===== config.mk =====
export PLATFORM = sky130hd
export DESIGN_NAME = adau_spi_slave
export DESIGN_NICKNAME = d
export VERILOG_FILES = /design/src/rtl/adau_spi_pkg.sv /design/src/rtl/adau_sync_edge.sv /design/src/rtl/adau_spi_slave.sv
export SDC_FILE = /design/constraint.sdc
export NUM_CORES = 1
export LEC_CHECK = 0
export ABC_AREA = 1
export CAP_MARGIN = 40
export CORE_AREA = 3 3 123 125
export CTS_CLUSTER_DIAMETER = 120
export DETAILED_ROUTE_END_ITERATION = 12
export DIE_AREA = 0 0 126 128
export PLACE_DENSITY = 0.53
export SYNTH_ARGS = -nofsm -noshare
export SYNTH_HDL_FRONTEND = slang
export SYNTH_SLANG_ARGS = --single-unit

===== constraint.sdc =====
create_clock -name clk -period 4.6 [get_ports clk]
set_clock_uncertainty 0.1 [all_clocks]
set_input_delay 0.92 -clock clk [delete_from_list [all_inputs] [get_ports clk]]
set_output_delay 0.92 -clock clk [all_outputs]
set_load 0.005 [all_outputs]

===== src/rtl/adau_spi_pkg.sv =====
// Shared definitions for the ADAU control-port SPI link (slave and master sides).
// Frame layout: {chip_addr[6:0], rw, subaddr[15:0], data[7:0]}, MSB first.
package adau_spi_pkg;

    localparam int unsigned FRAME_BITS    = 32;
    localparam int unsigned READ_HDR_BITS = 24;
    localparam int unsigned ADDR_MSB      = 31;
    localparam int unsigned RW_BIT        = 24;
    localparam int unsigned SUB_MSB       = 23;
    localparam int unsigned DATA_MSB      = 7;
    localparam int unsigned ADDR_BITS     = 7;
    localparam int unsigned SUB_BITS      = 16;

    typedef enum logic [2:0] {
        StWaitHigh,
        StIdle,
        StShift,
        StReadLoad,
        StReadOut
    } spi_state_e;

endpackage


===== src/rtl/adau_sync_edge.sv =====
// N-stage synchronizer for an asynchronous pin, plus single-cycle rise/fall pulses
// derived from the synchronized value and its one-cycle-delayed copy.
module adau_sync_edge #(
    parameter int unsigned STAGES    = 2,
    parameter bit          RESET_VAL = 1'b0
) (
    input  logic clk,
    input  logic reset,
    input  logic din,
    output logic dout,
    output logic rise,
    output logic fall
);

    logic [STAGES-1:0] chain_q;
    logic              prev_q;

    always_ff @(posedge clk or posedge reset) begin
        if (reset) begin
            chain_q <= {STAGES{RESET_VAL}};
            prev_q  <= RESET_VAL;
        end else begin
            chain_q <= {chain_q[STAGES-2:0], din};
            prev_q  <= chain_q[STAGES-1];
        end
    end

    assign dout = chain_q[STAGES-1];
    assign rise = dout & ~prev_q;
    assign fall = ~dout & prev_q;

endmodule


===== src/rtl/adau_spi_slave.sv =====
// ADAU control-port SPI responder: collects 32-bit write frames onto a valid/ready
// stream and answers 1-byte read frames from an external register-file lookup.
module adau_spi_slave
    import adau_spi_pkg::*;
#(
    parameter int unsigned SYNC_STAGES = 2,
    parameter logic [6:0]  CHIP_ADDR   = 7'h00
) (
    input  logic        clk,
    input  logic        reset,
    input  logic        cclk,
    input  logic        cdata,
    input  logic        clatch_n,
    output logic        cout,
    output logic [31:0] data_out,
    output logic        valid,
    input  logic        ready,
    output logic [15:0] rd_addr,
    output logic        rd_req,
    input  logic [7:0]  rd_data,
    output logic        frame_err
);

    localparam int unsigned HDR_SHIFT  = FRAME_BITS - READ_HDR_BITS;
    localparam logic [5:0]  FrameCnt   = 6'(FRAME_BITS);
    localparam logic [5:0]  LastHdrCnt = 6'(READ_HDR_BITS - 1);

    logic cclk_rise, cclk_fall, cclk_s;
    logic latch_rise, latch_fall, latch_s;
    logic cdata_s, cdata_rise_unused, cdata_fall_unused;

    adau_sync_edge #(.STAGES(SYNC_STAGES), .RESET_VAL(1'b0)) u_sync_cclk (
        .clk   (clk),
        .reset (reset),
        .din   (cclk),
        .dout  (cclk_s),
        .rise  (cclk_rise),
        .fall  (cclk_fall)
    );

    // Resets low so a frame already in progress at reset release never looks like a new one.
    adau_sync_edge #(.STAGES(SYNC_STAGES), .RESET_VAL(1'b0)) u_sync_latch (
        .clk   (clk),
        .reset (reset),
        .din   (clatch_n),
        .dout  (latch_s),
        .rise  (latch_rise),
        .fall  (latch_fall)
    );

    adau_sync_edge #(.STAGES(SYNC_STAGES), .RESET_VAL(1'b0)) u_sync_cdata (
        .clk   (clk),
        .reset (reset),
        .din   (cdata),
        .dout  (cdata_s),
        .rise  (cdata_rise_unused),
        .fall  (cdata_fall_unused)
    );

    spi_state_e  state_q, state_d;
    logic [5:0]  bitcnt_q, bitcnt_d;
    logic [31:0] shift_q, shift_d;
    logic [7:0]  tx_q, tx_d;
    logic        first_fall_q, first_fall_d;
    logic        cout_q, cout_d;
    logic [31:0] data_out_q, data_out_d;
    logic        valid_q, valid_d;
    logic [15:0] rd_addr_q, rd_addr_d;
    logic        rd_req_q, rd_req_d;
    logic        frame_err_q, frame_err_d;

    logic [31:0] shift_in;
    logic [5:0]  bitcnt_inc;
    logic        hdr_read_in;
    logic        wr_match_q;

    assign shift_in    = {shift_q[30:0], cdata_s};
    assign bitcnt_inc  = (bitcnt_q == 6'd63) ? bitcnt_q : bitcnt_q + 6'd1;
    assign hdr_read_in = (shift_in[ADDR_MSB-HDR_SHIFT -: ADDR_BITS] == CHIP_ADDR)
                         && shift_in[RW_BIT-HDR_SHIFT];
    assign wr_match_q  = (shift_q[ADDR_MSB -: ADDR_BITS] == CHIP_ADDR) && !shift_q[RW_BIT];

    always_comb begin
        state_d      = state_q;
        bitcnt_d     = bitcnt_q;
        shift_d      = shift_q;
        tx_d         = tx_q;
        first_fall_d = first_fall_q;
        cout_d       = cout_q;
        data_out_d   = data_out_q;
        valid_d      = valid_q && !ready;
        rd_addr_d    = rd_addr_q;
        rd_req_d     = 1'b0;
        frame_err_d  = 1'b0;

        unique case (state_q)
            StWaitHigh: begin
                if (latch_s) state_d = StIdle;
            end
            StIdle: begin
                if (latch_fall) begin
                    state_d  = StShift;
                    bitcnt_d = '0;
                    shift_d  = '0;
                end
            end
            StShift: begin
                // Latch rise takes priority over a coincident cclk edge.
                if (latch_rise) begin
                    state_d = StIdle;
                    if (bitcnt_q != FrameCnt) begin
                        frame_err_d = 1'b1;
                    end else if (wr_match_q) begin
                        if (valid_q && !ready) begin
                            frame_err_d = 1'b1;
                        end else begin
                            data_out_d = shift_q;
                            valid_d    = 1'b1;
                        end
                    end
                end else begin
                    if (cclk_rise) begin
                        shift_d  = shift_in;
                        bitcnt_d = bitcnt_inc;
                        if (bitcnt_q == LastHdrCnt && hdr_read_in) begin
                            rd_req_d  = 1'b1;
                            rd_addr_d = shift_in[SUB_MSB-HDR_SHIFT -: SUB_BITS];
                        end
                    end
                    // rd_data is captured in READ_LOAD, the cycle after the rd_req pulse.
                    if (rd_req_q) state_d = StReadLoad;
                end
            end
            StReadLoad, StReadOut: begin
                if (latch_rise) begin
                    state_d = StIdle;
                    cout_d  = 1'b0;
                    if (bitcnt_q != FrameCnt) frame_err_d = 1'b1;
                end else begin
                    if (cclk_rise) bitcnt_d = bitcnt_inc;
                    if (state_q == StReadLoad) begin
                        tx_d         = rd_data;
                        cout_d       = rd_data[DATA_MSB];
                        first_fall_d = 1'b1;
                        state_d      = StReadOut;
                    end else if (cclk_fall) begin
                        if (first_fall_q) begin
                            first_fall_d = 1'b0;
                        end else begin
                            tx_d   = {tx_q[6:0], 1'b0};
                            cout_d = tx_q[6];
                        end
                    end
                end
            end
            default: state_d = StWaitHigh;
        endcase
    end

    always_ff @(posedge clk or posedge reset) begin
        if (reset) begin
            state_q      <= StWaitHigh;
            bitcnt_q     <= '0;
            shift_q      <= '0;
            tx_q         <= '0;
            first_fall_q <= 1'b0;
            cout_q       <= 1'b0;
            data_out_q   <= '0;
            valid_q      <= 1'b0;
            rd_addr_q    <= '0;
            rd_req_q     <= 1'b0;
            frame_err_q  <= 1'b0;
        end else begin
            state_q      <= state_d;
            bitcnt_q     <= bitcnt_d;
            shift_q      <= shift_d;
            tx_q         <= tx_d;
            first_fall_q <= first_fall_d;
            cout_q       <= cout_d;
            data_out_q   <= data_out_d;
            valid_q      <= valid_d;
            rd_addr_q    <= rd_addr_d;
            rd_req_q     <= rd_req_d;
            frame_err_q  <= frame_err_d;
        end
    end

    assign cout      = cout_q;
    assign data_out  = data_out_q;
    assign valid     = valid_q;
    assign rd_addr   = rd_addr_q;
    assign rd_req    = rd_req_q;
    assign frame_err = frame_err_q;

endmodule

Word level (Yosys, flattened, before mapping). Cells that the tools add are included.

Add/subtract/negate cells: 1. Equality and inequality tests: 18. Multiplexer cells: 40. Bitwise gates (word level): 11. Reductions and logical operators: 23.

Operators with widths (count): $mux W32 (3); $pmux W32 S2 (1); $mux W6 (4); $mux W7 (3); $mux W1 (20); $mux W3 (6); $reduce_and A4 Y1 (4); $logic_not A7 Y1 (2); $pmux W3 S4 (1); $pmux W6 S2 (1); $ne A2 B2 Y1 const B (5); $reduce_and A5 Y1 (2); $not A1 Y1 (7); $add A6 B1 Y6 const B (1); $eq A3 B2 Y1 const B (2); $eq A6 B5 Y1 const B (1); $eq A6 B6 Y1 const B (1); $ne A2 B1 Y1 const B (3); $ne A3 B3 Y1 const B (2); $ne A6 B6 Y1 const B (1); $reduce_and A3 Y1 (2); $reduce_bool A2 Y1 (3); $and A1 B1 Y1 (4); $logic_and A1 B1 Y1 (4); other kinds (9) (10).

Register bits after elaboration: 109. Bits of input ports: 14. Logic and storage cells: 109.

Logic depth before layout (Yosys ltp).
Depth in word-level cells: 7. Mapped depth: 9.

Modules after synthesis. From an unflattened synthesis, not the netlist that was laid out.

Cell total of the unflattened synthesis: 612. Area, all modules: 5056.1 µm².

By module, submodules not included: adau_spi_slave (instances 1, cells an instance 588, area an instance 4774.6 µm², sequential area each 2527.4 µm²); adau_sync_edge (instances 3, cells an instance 8, area an instance 93.8 µm², sequential area each 75.1 µm²).

Worst setup path after synthesis. No wires, ideal clock.

Path type: input to register. Start point: in ready. End point: reg data_out_q[0] (netlist: data_out[0]). Setup time: 0.117 ns. Data arrival time: 1.604 ns. Data required time: 4.383 ns. Setup slack: 2.779 ns. Stages on the path: 5. Buffers on the path: 1. Cells stage by stage: nor2_1 > clkinv_1 > clkbuf_1 > nand4_1 > nand2_1.

Word-level cells in the longest chain between the ends: 4.

RTL lines: from (decl) (RTL line adau_spi_slave.sv:17) `input logic ready,`; $logic_not A1 Y1 (RTL line adau_spi_slave.sv:114) `if (valid_q && !ready) begin`; $logic_and A1 B1 Y1 (RTL line adau_spi_slave.sv:114); $not A1 Y1 (no line); $reduce_and A5 Y1 (no line); to (signal assigned) (RTL line adau_spi_slave.sv:180) `data_out_q <= data_out_d;`; to (decl) (RTL line adau_spi_slave.sv:66) `logic [31:0] data_out_q, data_out_d;`.

No other way between the ends. A chain may end at the register's enable or synchronous reset.

Worst setup path in the final report.
Start point: in ready. End point: reg data_out_q[28] (netlist: data_out[28]).

Same word-level chain as after synthesis.

==> summary.txt <==
Status
  – Status: complete, no violations

Power
  – P per Cell Area: 407 nW/um^2
  – Peak VDD IR: about 0.28 mV
  – Lkg Pwr: between 3 and 4 nW
  – Switching Share: between 30% and 40%
  – Sequential share of power: 43.8%
  – Sw Pwr: 0.833 mW
  – P_int: ~1.6 mW
  – Clk network pwr share: 31.3%
  – Logic pwr share: 24.9%

Setup path
  – WP depth: 6
  – CP Cell Sequence: clkdlybuf4s50_1 -> nor2_1 -> clkinv_1 -> nand3_4 -> inv_2 -> nor2_1
  – Worst Setup SP: ready
  – RR Startpoint: bitcnt_q[0]
  – Required time of the critical path: roughly 4.8 ns
  – Worst R2R Path Depth: 7
  – Worst Path Arrival: roughly 2.9 ns
  – Crit start category: input pin
  – Critical-path maximum fanout: 27
  – Crit path capture type: register
  – Max stage delay cell, worst path: clkinv_1
  – Setup CP Type: input pin to register
  – Slowest Stage Delay on Critical Path: between 0.6 and 0.7 ns
  – Critical path buffer and inverter count: 3
  – FF-to-FF setup slack: 2.25 ns
  – Most used cell, CP: nor2_1
  – Top delay family on crit path: buffers and inverters
  – CP endpoint: data_out[28]
  – R2r endpoint: data_out[28]

Placed design
  – Routability cong.: 0.821
  – Placed Instances: 834
  – Area after DPL: around 5700 um^2
  – PortBufs: 65
  – Hpwl dp: 7180 um

Synth
  – Post-synth cell types: 28
  – Top cell type's share of synthesized area: a little under three fifths
  – Cells after Synth: 606
  – Post-synth EDFFs: 0
  – Sequential share of the synthesized area: 55.3%
  – Syn Nets: 622
  – Asr flop ratio synth: 100%
  – Average size of a mapped cell: 8.14 um^2
  – Synth top area cells: dfrtp_1 (55%), nand2_1 (19%), nand4_1 (5.7%), nor2_1 (4.6%), inv_1 (4.0%)
  – Count leader, synth: nand2_1
  – Primary FF master, synth: dfrtp_1
  – Yosys warning count: 0
  – Yosys reg bits: ~110
  – Synth top cells by count: nand2_1 (246), dfrtp_1 (109), nor2_1 (61), inv_1 (52), nand4_1 (45)
  – Synth Cell Area: 4930 um^2
  – Post-synth top area cell: dfrtp_1

Timing
  – Max-slew headroom: 45.4%
  – Finish-stage setup viols: 0
  – Final Hold Vio Count: 0
  – Final worst path period need: roughly 2.8 ns
  – Max Freq: 0.363 GHz
  – Worst slew pin tran: 0.814 ns
  – Final TNS setup: 0 ns
  – Unrepaired setup endpoints after global routing: no
  – Slew Viols, Final: 0
  – Fin crit share: 60.0%

Layout
  – Post-route cell area: 6030 um^2
  – Fin nets: 681
  – Non-filler cells, final: 849
  – Layout area overhead: 22.3%
  – Antenna Cells: 0
  – Share of layout cells above drive strength 1: 7.62%

Floorplanning
  – Core Rows: 43
  – Die H: 128 um
  – Initial core utilization: 35.3%
  – DIE AREA: 16100 um^2
  – Die width: ~130 um
  – Core ar.: 14000 um^2
  – I/O Pins: 66

GRT
  – Total GRT Usage: 13.9%
  – Largest net degree at the start of global routing: 56
  – Global-route wire length before repair: around 18000 um
  – Vias in the first global route: 3807
  – Grt ovf: 0
  – Initial antenna violation count: 0

Drt
  – Final wirelength: 10700 um
  – Router iterations before antenna repair: 7
  – Number of DRC markers in iteration 0: 325
  – Via/cell ratio: approximately 4.6
  – Residual DRC: 0
  – Vias: around 4000
  – Avg WL per Cell: around 13 um
  – Remaining antenna violation count after routing: 0

Clock network
  – Reg clk slew, reported paths: 0.06 ns
  – CTS H-Tree Depth: 3
  – # hold bufs at CTS: 0
  – Total CTS buffers: 9
  – Clock Tree Buf Depth: 2
  – Root Driver: clkbuf_16
  – Post-CTS Resized: 0
  – Setup repair bufs after CTS: 0
  – Clk Latency, worst-skew pair: about 0.35 ns
  – CTS tree: yes
  – TritonCTS Sinks: 109

Flow run
  – Max_cap viols: 0

Min path
  – HP Class: register to register
==> flip-flops by register name (all words and copies together), names as in the netlist <==
register,cells
cout,1
shift_q,32
frame_err,1
u_sync_cdata.chain_q,2
valid,1
rd_addr,16
u_sync_latch.chain_q,2
tx_q,7
bitcnt_q,6
u_sync_cclk.prev_q,1
u_sync_cclk.chain_q,2
data_out,32
state_q,3
first_fall_q,1
rd_req,1
u_sync_latch.prev_q,1
==> power groups by stage <==
stage | Sequential [mW] | Combinational [mW] | Clock, mW
after global placement | 1.09 | 0.606 | 0
final | 1.08 | 0.611 | 0.770
after global routing | 1.08 | 0.691 | 0.836
after detailed placement | 1.09 | 0.613 | 0
after floorplan | 1.08 | 0.481 | 0
after CTS | 1.07 | 0.614 | 0.798
==> how the worst min path moves through the flow <==
stage	from	to	slack (ns)	cells past startpoint
global route	u_sync_cclk.chain_q[0]	u_sync_cclk.chain_q[1]	0.26	0
global placement	u_sync_latch.chain_q[0]	u_sync_latch.chain_q[1]	0.23	0
CTS	u_sync_cclk.chain_q[0]	u_sync_cclk.chain_q[1]	0.25	0
detailed placement	u_sync_cclk.chain_q[0]	u_sync_cclk.chain_q[1]	0.24	0
floorplan	u_sync_cclk.chain_q[0]	u_sync_cclk.chain_q[1]	0.23	0
finish	u_sync_cdata.chain_q[0]	u_sync_cdata.chain_q[1]	0.25	0
==> per-stage QoR <==
stage | setup slack [ns] | hold slack, ns | util [%] | total power, mW
2_1_floorplan | 0.706 | 0.231 | - | 1.56
3_3_place_gp | 1.53 | 0.233 | 40.8 | 1.70
3_5_place_dp | 1.45 | 0.238 | 41.0 | 1.71
4_1_cts | 1.79 | 0.254 | 43.1 | 2.49
5_1_grt | 1.64 | 0.258 | 43.1 | 2.61
6_report | 1.84 | 0.250 | 43.1 | 2.46
==> worst register-to-register path, cell delays in order (launching register included) <==
cell,delay (ns)
dfrtp_1,0.42
inv_1,0.11
ha_1,0.17
nand4_1,0.19
nor2_4,0.52
nand3_4,0.42
inv_2,0.24
nor2_1,0.07
==> cells by family after synthesis <==
logic type               after synthesis  share of synthesized area [%]
AO/OA/AOI/OAI                         22                           2.41
adder cells (fa/ha/maj)                2                          0.507
AND/OR/NAND/NOR                      385                           34.0
XOR/XNOR                               1                          0.178
buffers and inverters                 87                           7.61
flip-flops                           109                           55.3
==> routing by layer <==
| metal | vias up | GRT usage [%] | wire length [um] |
|---|---|---|---|
| li1 | 1997 | - | - |
| met1 | 1814 | 18.7 | 5210 |
| met2 | 81 | 22.5 | 4870 |
| met3 | 6 | 4.13 | 570 |
| met4 | 0 | 3.03 | 51 |
| met5 | - | 0 | 0 |
==> cell type report <==
class / count / area [um^2]
fill: 1384 / 7950
sequential: 109 / 2730
multi-input combinational: 410 / 1830
timing repair buffer: 71 / 716
clock buffer: 12 / 246
inverter: 64 / 243
tap: 180 / 225
clock inverter: 3 / 46.3
==> placed cells by master, fill, tap and decap left out, types with 2 or more instances in the layout <==
| cell | instances |
|---|---|
| a21oi_1 | 4 |
| o21ai_1 | 11 |
| clkdlybuf4s50_1 | 65 |
| inv_2 | 10 |
| clkinv_1 | 2 |
| nand3_4 | 2 |
| nand4_1 | 45 |
| nand3_1 | 11 |
| dfrtp_1 | 109 |
| clkbuf_16 | 9 |
| o21ai_0 | 4 |
| nor2_2 | 4 |
| nor2_4 | 5 |
| nand2_1 | 246 |
| nor2_1 | 61 |
| clkbuf_1 | 2 |
| nand2_2 | 8 |
| ha_1 | 2 |
| buf_4 | 5 |
| inv_1 | 51 |
No activity file was read; power rests on OpenSTA's default activity.
